### src/rtl/lib_arbiter_pkg.sv
// ---------------------------------------------------------------------------
// lib_arbiter_pkg
// Shared sizing constants for the pixel/row/column arbitration blocks.
//   COLS    : number of pixel columns served by one row
//   COL_ADD : width of a column index
// ---------------------------------------------------------------------------
package lib_arbiter_pkg;
    localparam int COLS    = 8;
    localparam int COL_ADD = 3;
endpackage

### src/rtl/pixel_row_requester.sv
// ---------------------------------------------------------------------------
// pixel_row_requester
// Collects per-column pixel events for one row, requests the row arbiter,
// then lets the column arbiter walk the pending columns and emits one event
// per column grant.
//
// Configuration macro: PIXEL_REFRACT_EN
//   defined   : after every scan pass the block sits in HOLD for REFRACT_CYC
//               cycles before it may request the row again
//   undefined : no HOLD state, no counter; REFRACT_CYC has no effect
//
// Ports
//   clk_i        in   1        clock, all state on the rising edge
//   reset_n_i    in   1        asynchronous active-low reset
//   evt_i        in   COLS     per-column pixel event strobe
//   pol_i        in   COLS     per-column event polarity, sampled with evt_i
//   row_req_o    out  1        request to the row arbiter
//   row_gnt_i    in   1        row grant (level)
//   col_en_o     out  1        enable to the column arbiter
//   col_req_o    out  COLS     pending columns (registered)
//   col_gnt_i    in   COLS     registered one-hot column grant
//   evt_valid_o  out  1        one-cycle event strobe
//   evt_col_o    out  COL_ADD  column index of the emitted event
//   evt_pol_o    out  1        polarity of the emitted event
//   overrun_o    out  1        one-cycle pulse: event hit an already-pending column
// ---------------------------------------------------------------------------
module pixel_row_requester
    import lib_arbiter_pkg::*;
#(
    parameter int REFRACT_CYC = 4
) (
    input  logic               clk_i,
    input  logic               reset_n_i,
    input  logic [COLS-1:0]    evt_i,
    input  logic [COLS-1:0]    pol_i,
    output logic               row_req_o,
    input  logic               row_gnt_i,
    output logic               col_en_o,
    output logic [COLS-1:0]    col_req_o,
    input  logic [COLS-1:0]    col_gnt_i,
    output logic               evt_valid_o,
    output logic [COL_ADD-1:0] evt_col_o,
    output logic               evt_pol_o,
    output logic               overrun_o
);

    typedef enum logic [2:0] {
        IDLE,
        ROW_REQ,
        SCAN_WAIT,
        SCAN,
        DONE
`ifdef PIXEL_REFRACT_EN
        ,
        HOLD
`endif
    } state_t;

    state_t             state;
    state_t             state_nxt;
    logic [COLS-1:0]    pend;
    logic [COLS-1:0]    polr;
    logic [COLS-1:0]    gnt_sel;
    logic [COLS-1:0]    clr_vec;
    logic [COL_ADD-1:0] gnt_idx;
    logic               gnt_any;
    logic               scan_act;

    // Legal REFRACT_CYC values are 1..255; nothing elaborates for them.
    if (REFRACT_CYC < 1 || REFRACT_CYC > 255) begin : g_refract_range_bad
    end

    // A non-one-hot grant is reduced to its lowest set bit; the descending
    // loop lets the lowest index overwrite any higher one.
    always_comb begin
        gnt_sel = '0;
        gnt_idx = '0;
        for (int c = COLS - 1; c >= 0; c--) begin
            if (col_gnt_i[c]) begin
                gnt_sel    = '0;
                gnt_sel[c] = 1'b1;
                gnt_idx    = COL_ADD'(c);
            end
        end
    end

    // Grants only count while scanning with the row still granted; a grant
    // arriving as the row grant drops is not consumed, so that column stays
    // pending for the next pass.
    assign gnt_any   = |col_gnt_i;
    assign scan_act  = (state == SCAN) && row_gnt_i;
    assign clr_vec   = scan_act ? gnt_sel : '0;
    assign col_req_o = pend;

    // Pending/polarity store. A new event on a column that is being cleared
    // this cycle wins: it re-arms the column with the new polarity.
    always_ff @(posedge clk_i or negedge reset_n_i) begin
        if (!reset_n_i) begin
            pend <= '0;
            polr <= '0;
        end else begin
            for (int c = 0; c < COLS; c++) begin
                if (evt_i[c] && (!pend[c] || clr_vec[c])) begin
                    pend[c] <= 1'b1;
                    polr[c] <= pol_i[c];
                end else if (clr_vec[c]) begin
                    pend[c] <= 1'b0;
                end
            end
        end
    end

    // Event output and overrun pulse. Column/polarity only update on an
    // emitted event so they hold the last value otherwise.
    always_ff @(posedge clk_i or negedge reset_n_i) begin
        if (!reset_n_i) begin
            evt_valid_o <= 1'b0;
            evt_col_o   <= '0;
            evt_pol_o   <= 1'b0;
            overrun_o   <= 1'b0;
        end else begin
            overrun_o   <= |(evt_i & pend & ~clr_vec);
            evt_valid_o <= scan_act && gnt_any;
            if (scan_act && gnt_any) begin
                evt_col_o <= gnt_idx;
                evt_pol_o <= polr[gnt_idx];
            end
        end
    end

`ifdef PIXEL_REFRACT_EN
    logic [7:0] hold_cnt;

    // Refractory counter: loaded while in DONE, counts down through HOLD.
    always_ff @(posedge clk_i or negedge reset_n_i) begin
        if (!reset_n_i) begin
            hold_cnt <= '0;
        end else if (state == DONE) begin
            hold_cnt <= 8'(REFRACT_CYC);
        end else if (state == HOLD && hold_cnt != 8'd0) begin
            hold_cnt <= hold_cnt - 8'd1;
        end
    end
`endif

    // State register.
    always_ff @(posedge clk_i or negedge reset_n_i) begin
        if (!reset_n_i) begin
            state <= IDLE;
        end else begin
            state <= state_nxt;
        end
    end

    // Next state and handshake outputs. DONE drops both requests for one
    // cycle so the column arbiter resets its priority mask between passes.
    always_comb begin
        state_nxt = state;
        row_req_o = 1'b0;
        col_en_o  = 1'b0;
        case (state)
            IDLE: begin
                if (|pend) state_nxt = ROW_REQ;
            end
            ROW_REQ: begin
                row_req_o = 1'b1;
                if (row_gnt_i) state_nxt = SCAN_WAIT;
            end
            SCAN_WAIT: begin
                row_req_o = 1'b1;
                col_en_o  = 1'b1;
                state_nxt = SCAN;
            end
            SCAN: begin
                row_req_o = 1'b1;
                col_en_o  = 1'b1;
                if (!gnt_any || !row_gnt_i) state_nxt = DONE;
            end
            DONE: begin
`ifdef PIXEL_REFRACT_EN
                state_nxt = HOLD;
`else
                state_nxt = IDLE;
`endif
            end
`ifdef PIXEL_REFRACT_EN
            HOLD: begin
                if (hold_cnt <= 8'd1) state_nxt = IDLE;
            end
`endif
            default: state_nxt = IDLE;
        endcase
    end

endmodule

### config.mk
export PLATFORM = sky130hd
export DESIGN_NAME = pixel_row_requester
export DESIGN_NICKNAME = d
export VERILOG_FILES = /design/src/rtl/lib_arbiter_pkg.sv /design/src/rtl/pixel_row_requester.sv
export SDC_FILE = /design/constraint.sdc
export NUM_CORES = 1
export LEC_CHECK = 0
export CAP_MARGIN = 20
export CORE_ASPECT_RATIO = 1.4
export CORE_UTILIZATION = 35
export DETAILED_ROUTE_END_ITERATION = 6
export HOLD_SLACK_MARGIN = 0.03
export PLACE_DENSITY = 0.62
export SETUP_SLACK_MARGIN = 0.02
export SLEW_MARGIN = 25
export SYNTH_ARGS = -nofsm -noshare
export SYNTH_HDL_FRONTEND = slang
export SYNTH_SLANG_ARGS = --single-unit
export TNS_END_PERCENT = 1
### constraint.sdc
create_clock -name clk_i -period 5.5 [get_ports clk_i]
set_input_delay 0.55 -clock clk_i [delete_from_list [all_inputs] [get_ports clk_i]]
set_output_delay 0.55 -clock clk_i [all_outputs]
set_load 0.02 [all_outputs]
# ---- Word level (Yosys, flattened, before mapping)
# Index checks and enable logic that the tools add are counted.
dict set report word_totals {
  output_inout_bits 16
  ff_bits 25
}
dict set report classes {
  mux 41
  n_reduce_logical 44
  bitwise 3
  magnitude_cmp 1
  eq_ne 6
}
# op count
set ops {}
lappend ops {{$mux 8} 9}
lappend ops {{$mux 3} 11}
lappend ops {{$reduce_or 8->1} 3}
lappend ops {{$mux 1} 19}
lappend ops {{$and 8x8->8} 2}
lappend ops {{$reduce_bool 2->1} 8}
lappend ops {{$pmux 3 s4} 1}
lappend ops {{$logic_and 1x1->1} 10}
lappend ops {{$logic_not 1->1} 10}
lappend ops {{$logic_or 1x1->1} 9}
lappend ops {{$not 8->8} 1}
lappend ops {{$eq 3x2->1 const B} 2}
lappend ops {{$lt 3x4->1 const B} 1}
lappend ops {{$ne 2x2->1 const B} 2}
lappend ops {{$bmux 1 s3} 1}
lappend ops {{$eq 3x1->1 const B} 1}
lappend ops {{$logic_not 3->1} 1}
lappend ops {{$reduce_and 3->1} 1}
lappend ops {{$reduce_or 3->1} 1}
lappend ops {{$ne 2x1->1 const B} 1}
lappend ops {{$reduce_or 2->1} 1}

# ---- Logic depth before layout (Yosys ltp)
dict set report logic_depth {
  ltp_word 12
  mapped_depth 6
}

# ---- Worst setup path before layout
# OpenSTA, ideal clock, no wires.
dict set report synth_timing {
  path_type {input -> register}
  from {in col_gnt_i[3]}
  to {reg overrun_o}
  cell_stages 4
  t_required_ns 5.369
  setup_time_ns 0.131
  slack_ns 3.521
  arrival_time_ns 1.848
  path_cell_list {or4_4 -> o41ai_4 -> o221ai_1 -> or3_1}
}
dict set report synth_between {
  elab_chain_len 8
}
# element line
set synth_lines {}
lappend synth_lines {{start: declaration} pixel_row_requester.sv:40} ;# input logic [COLS-1:0] col_gnt_i,
lappend synth_lines {{$mux 8 (4 in a row)} pixel_row_requester.sv:79} ;# if (col_gnt_i[c]) begin
lappend synth_lines {{$mux 8} pixel_row_requester.sv:92} ;# assign clr_vec = scan_act ? gnt_sel : '0;
lappend synth_lines {{$not 8->8} pixel_row_requester.sv:122} ;# overrun_o <= |(evt_i & pend & ~clr_vec);
lappend synth_lines {{$and 8x8->8} pixel_row_requester.sv:122}
lappend synth_lines {{$reduce_or 8->1} pixel_row_requester.sv:122}
lappend synth_lines {{end signal: assignment} pixel_row_requester.sv:122}
lappend synth_lines {{end: declaration} pixel_row_requester.sv:44} ;# output logic overrun_o
# Every way passes these cells.
# A chain may end at the register's enable or synchronous reset.

# ---- Final worst setup path
dict set report layout_timing {
  from {in col_gnt_i[2]}
  to {reg overrun_o}
}
dict set report layout_between {
  elab_chain_len 7
}
# element line
set layout_lines {}
lappend layout_lines {{$mux 8 (3 in a row)} pixel_row_requester.sv:79}
lappend layout_lines {{$mux 8} pixel_row_requester.sv:92}
lappend layout_lines {{$not 8->8} pixel_row_requester.sv:122}
lappend layout_lines {{$and 8x8->8} pixel_row_requester.sv:122}
lappend layout_lines {{$reduce_or 8->1} pixel_row_requester.sv:122}
# Every way passes these cells.

==> reports/summary.txt <==
=================================================================================================
IO Count                                                                                       43
Largest net degree at the start of global routing                                              26
Post-route core utilization                                                                 52.6%
Area added between synthesis and finish                                                     40.2%
Worst endpoint data arrival time                                                          2.58 ns
Worst-case clock buffer depth                                                                   2
H-tree depth reported by CTS                                                                    1
Relative slew slack                                                                         68.4%
Number of instances in the synthesized netlist                                                134
Worst Path Buf+Inv                                                                              1
Number of nets still failing antenna checks after routing                                       0
Mean area per synthesized cell                                                         9.64 sq um
Global-route wire length before repair                                                    5590 um
Drt total wl                                                                              3640 um
Path type of the worst min-delay path                                                register to register
Chip Height                                                                               73.9 um
Final Cell Area                                                                      0.00181 sq mm
Number of warnings printed during yosys synthesis                                               0
Antenna diode instance count                                                                    0
Gate family responsible for the most delay along the worst path                      simple AND/OR/NAND/NOR gates
GR Overflow Total                                                                               0
Highest Clock Rate                                                                      0.414 GHz
Cell taking the most area after synthesis                                            sky130_fd_sc_hd__dfrtp_1
Hold slack                                                                               0.492 ns
Yosys top cell area share                                                                   48.4%
Via count of the first global-routing pass                                                   1154
Post-synth ARST share                                                                        100%
Flip-flop and latch count after synthesis                                                      25
Power Density                                                                         339 mW/mm^2
Initial antenna violation count                                                                 0
Number of hold-slack violations in the final timing report                                      0
Area used by multi-input combinational logic                                            604 sq um
Final routed wire length divided by cell count                                            16.6 um
Final worst path period need                                                              2.42 ns
TritonCTS clock tree                                                                          yes
Buffer count from post-CTS setup fixing                                                         0
Register area                                                                           626 sq um
Endpoint type of the worst setup path                                                    register
Transition time of the tightest slew-check pin                                           0.470 ns
Synth Flop Type                                                                      sky130_fd_sc_hd__dfrtp_1
Run status                                                                              completed
Net count reported at finish                                                                  207
Number of remaining DRC errors                                                                  0
Per-cell via count in the routed design                                                      5.39
Final period util                                                                           43.9%
Number of inserted filler cells in the final layout                                           339
Final clock skew                                                                       0.00533 ns
Clock edge transition at the registers on the reported setup and hold paths               0.10 ns
Req. time, crit path                                                                      5.67 ns
Row cnt                                                                                        25
Core region area                                                                     0.00344 sq mm
Overall via count from detail_route                                                          1181
Total Die Area                                                                       0.00394 sq mm
Number of buffers inserted during clock tree synthesis                                          3
Synth Net Count                                                                               161
Post-Place Cells                                                                              215
Cell chain of the critical path                                                      clkdlybuf4s50_1, or4_4, o41ai_4, o221ai_1, or3_1
Cell Count, Final, Fillers Out                                                                219
Static Leakage                                                                        0.000758 uW
Top library cells by usage in the layout, fill and taps aside                        sky130_fd_sc_hd__clkdlybuf4s50_1, sky130_fd_sc_hd__dfrtp_1, sky130_fd_sc_hd__nand2_1, sky130_fd_sc_hd__inv_1, sky130_fd_sc_hd__mux2_2
Post-synth EDFFs                                                                                0
Final Setup Violations                                                                          0
Gr usage total                                                                              20.3%
Die X-Extent                                                                              53.3 um
Sum of negative setup slack                                                                  0 ns
Clock net sink count                                                                           25
Cells taking the most area after synthesis                                           sky130_fd_sc_hd__dfrtp_1, sky130_fd_sc_hd__mux2_2, sky130_fd_sc_hd__nand2_1
Effective utilization at floorplan                                                          37.5%
Number of distinct library cell variants in the gate-level netlist after synthesis             36
Worst IR Drop VDD                                                                        0.192 mV
HPWL reported at the end of detailed placement                                            2840 um
Number of buffer cells added on primary ports                                                  42
Unrepaired setup endpoints after global routing                                             false
Hold Buf Count CTS                                                                              0
First-pass detailed-route iteration total                                                       4
Startpoint-to-endpoint class of the critical path                                    input pin to register
Instance area after placement                                                        0.00176 sq mm
Iteration-0 DRC Markers                                                                        37
Fraction of layout instances using a drive strength above 1                                 12.3%
Max stage delay on crit path                                                              0.62 ns
Insertion delay of the later-clocked pin in the worst-skew pair                           0.28 ns
Worst-path cell with the longest stage delay                                         sky130_fd_sc_hd__or4_4
Netlist Area Pre-Place                                                               0.00129 sq mm
Most common library cell in the layout ignoring fill and taps                        sky130_fd_sc_hd__clkdlybuf4s50_1
Worst setup SP type                                                                     input pin
Clock Root Buffer                                                                    sky130_fd_sc_hd__clkbuf_8
Post-cts gate resize count                                                                      0
Final RePlAce weighted congestion                                                           0.850
Sequential fraction of the synthesis area                                                   48.4%
Number of violations of the max-capacitance limit                                               0
Max Transition Viols Final                                                                      0
Peak fanout along the critical path                                                             8
=================================================================================================
worst register-to-register path, stage by stage, from the launching register on:
cell,delay [ns]
sky130_fd_sc_hd__dfrtp_1,0.45
sky130_fd_sc_hd__and2b_1,0.25
sky130_fd_sc_hd__nand3_1,0.27
sky130_fd_sc_hd__o31ai_1,0.47
sky130_fd_sc_hd__o221ai_1,0.20
sky130_fd_sc_hd__or3_1,0.38
final cells by class:
type	instances	area share, %
Sequential cell	25	34.6
Multi-Input combinational cell	93	33.4
Timing Repair Buffer	43	23.6
Inverter	14	2.90
Tap cell	40	2.76
Clock buffer	3	2.28
Clock inverter	1	0.484
registers in the layout, indices dropped and copies added, names as in the netlist:
| register | cells |
|---|---|
| overrun_o | 1 |
| col_req_o | 8 |
| evt_col_o | 3 |
| polr | 8 |
| state | 3 |
| evt_pol_o | 1 |
| evt_valid_o | 1 |
cell usage after synthesis, drive strengths merged (2+ instances only):
cell type	n
a21oi	7
a32oi	2
dfrtp	25
inv	14
mux2	8
nand2	18
nand2b	4
nand3	5
nor2	5
nor3	3
nor4	4
o21ai	8
o221ai	2
o22ai	3
o31ai	3
or2	4
or4	2
per-stage QoR:
step                      power, uW  setup WS [ns]
after detailed placement        497           2.78
after global routing            651           2.94
final                           613           3.08
after CTS                       619           3.07
after floorplan                 388           3.52
after global placement          492           2.81
worst paths after layout:
check	from	depth (start not counted)	to	slack, ns
min in group asynchronous	reset_n_i	2	state[2]	0.63
hold reg to reg	evt_col_o[1]	2	evt_col_o[1]	0.49
hold / removal	evt_col_o[1]	2	evt_col_o[1]	0.49
setup / recovery	col_gnt_i[2]	5	overrun_o	3.08
max in group asynchronous	reset_n_i	2	polr[2]	4.62
setup reg to reg	state[2]	5	overrun_o	3.37
kinds of logic (layout without fill, tap and decap cells):
family	count (synthesis)	after routing	share of synthesized area, %
buffers and inverters	16	61	4.75
AOI/OAI and AO/OA	35	35	20.0
muxes	8	8	6.98
DFF	25	25	48.4
and+or+nand+nor	50	50	19.9
metal layers:
| layer | global-route usage, % | up-vias | part of all wire [%] |
|---|---|---|---|
| met5 | 0 | - | 0 |
| met4 | 7.02 | 0 | 0.93 |
| met3 | 2.69 | 4 | 4.2 |
| met2 | 36.0 | 34 | 52 |
| met1 | 24.3 | 569 | 42 |
| li1 | - | 574 | - |
power by group:
part / switching [uW] / internal [uW]
clock: 67.6 / 53.3
sequential: 32.9 / 229
combinational: 115 / 116
total: 215 / 398
Power figures use the tool's default switching activity.
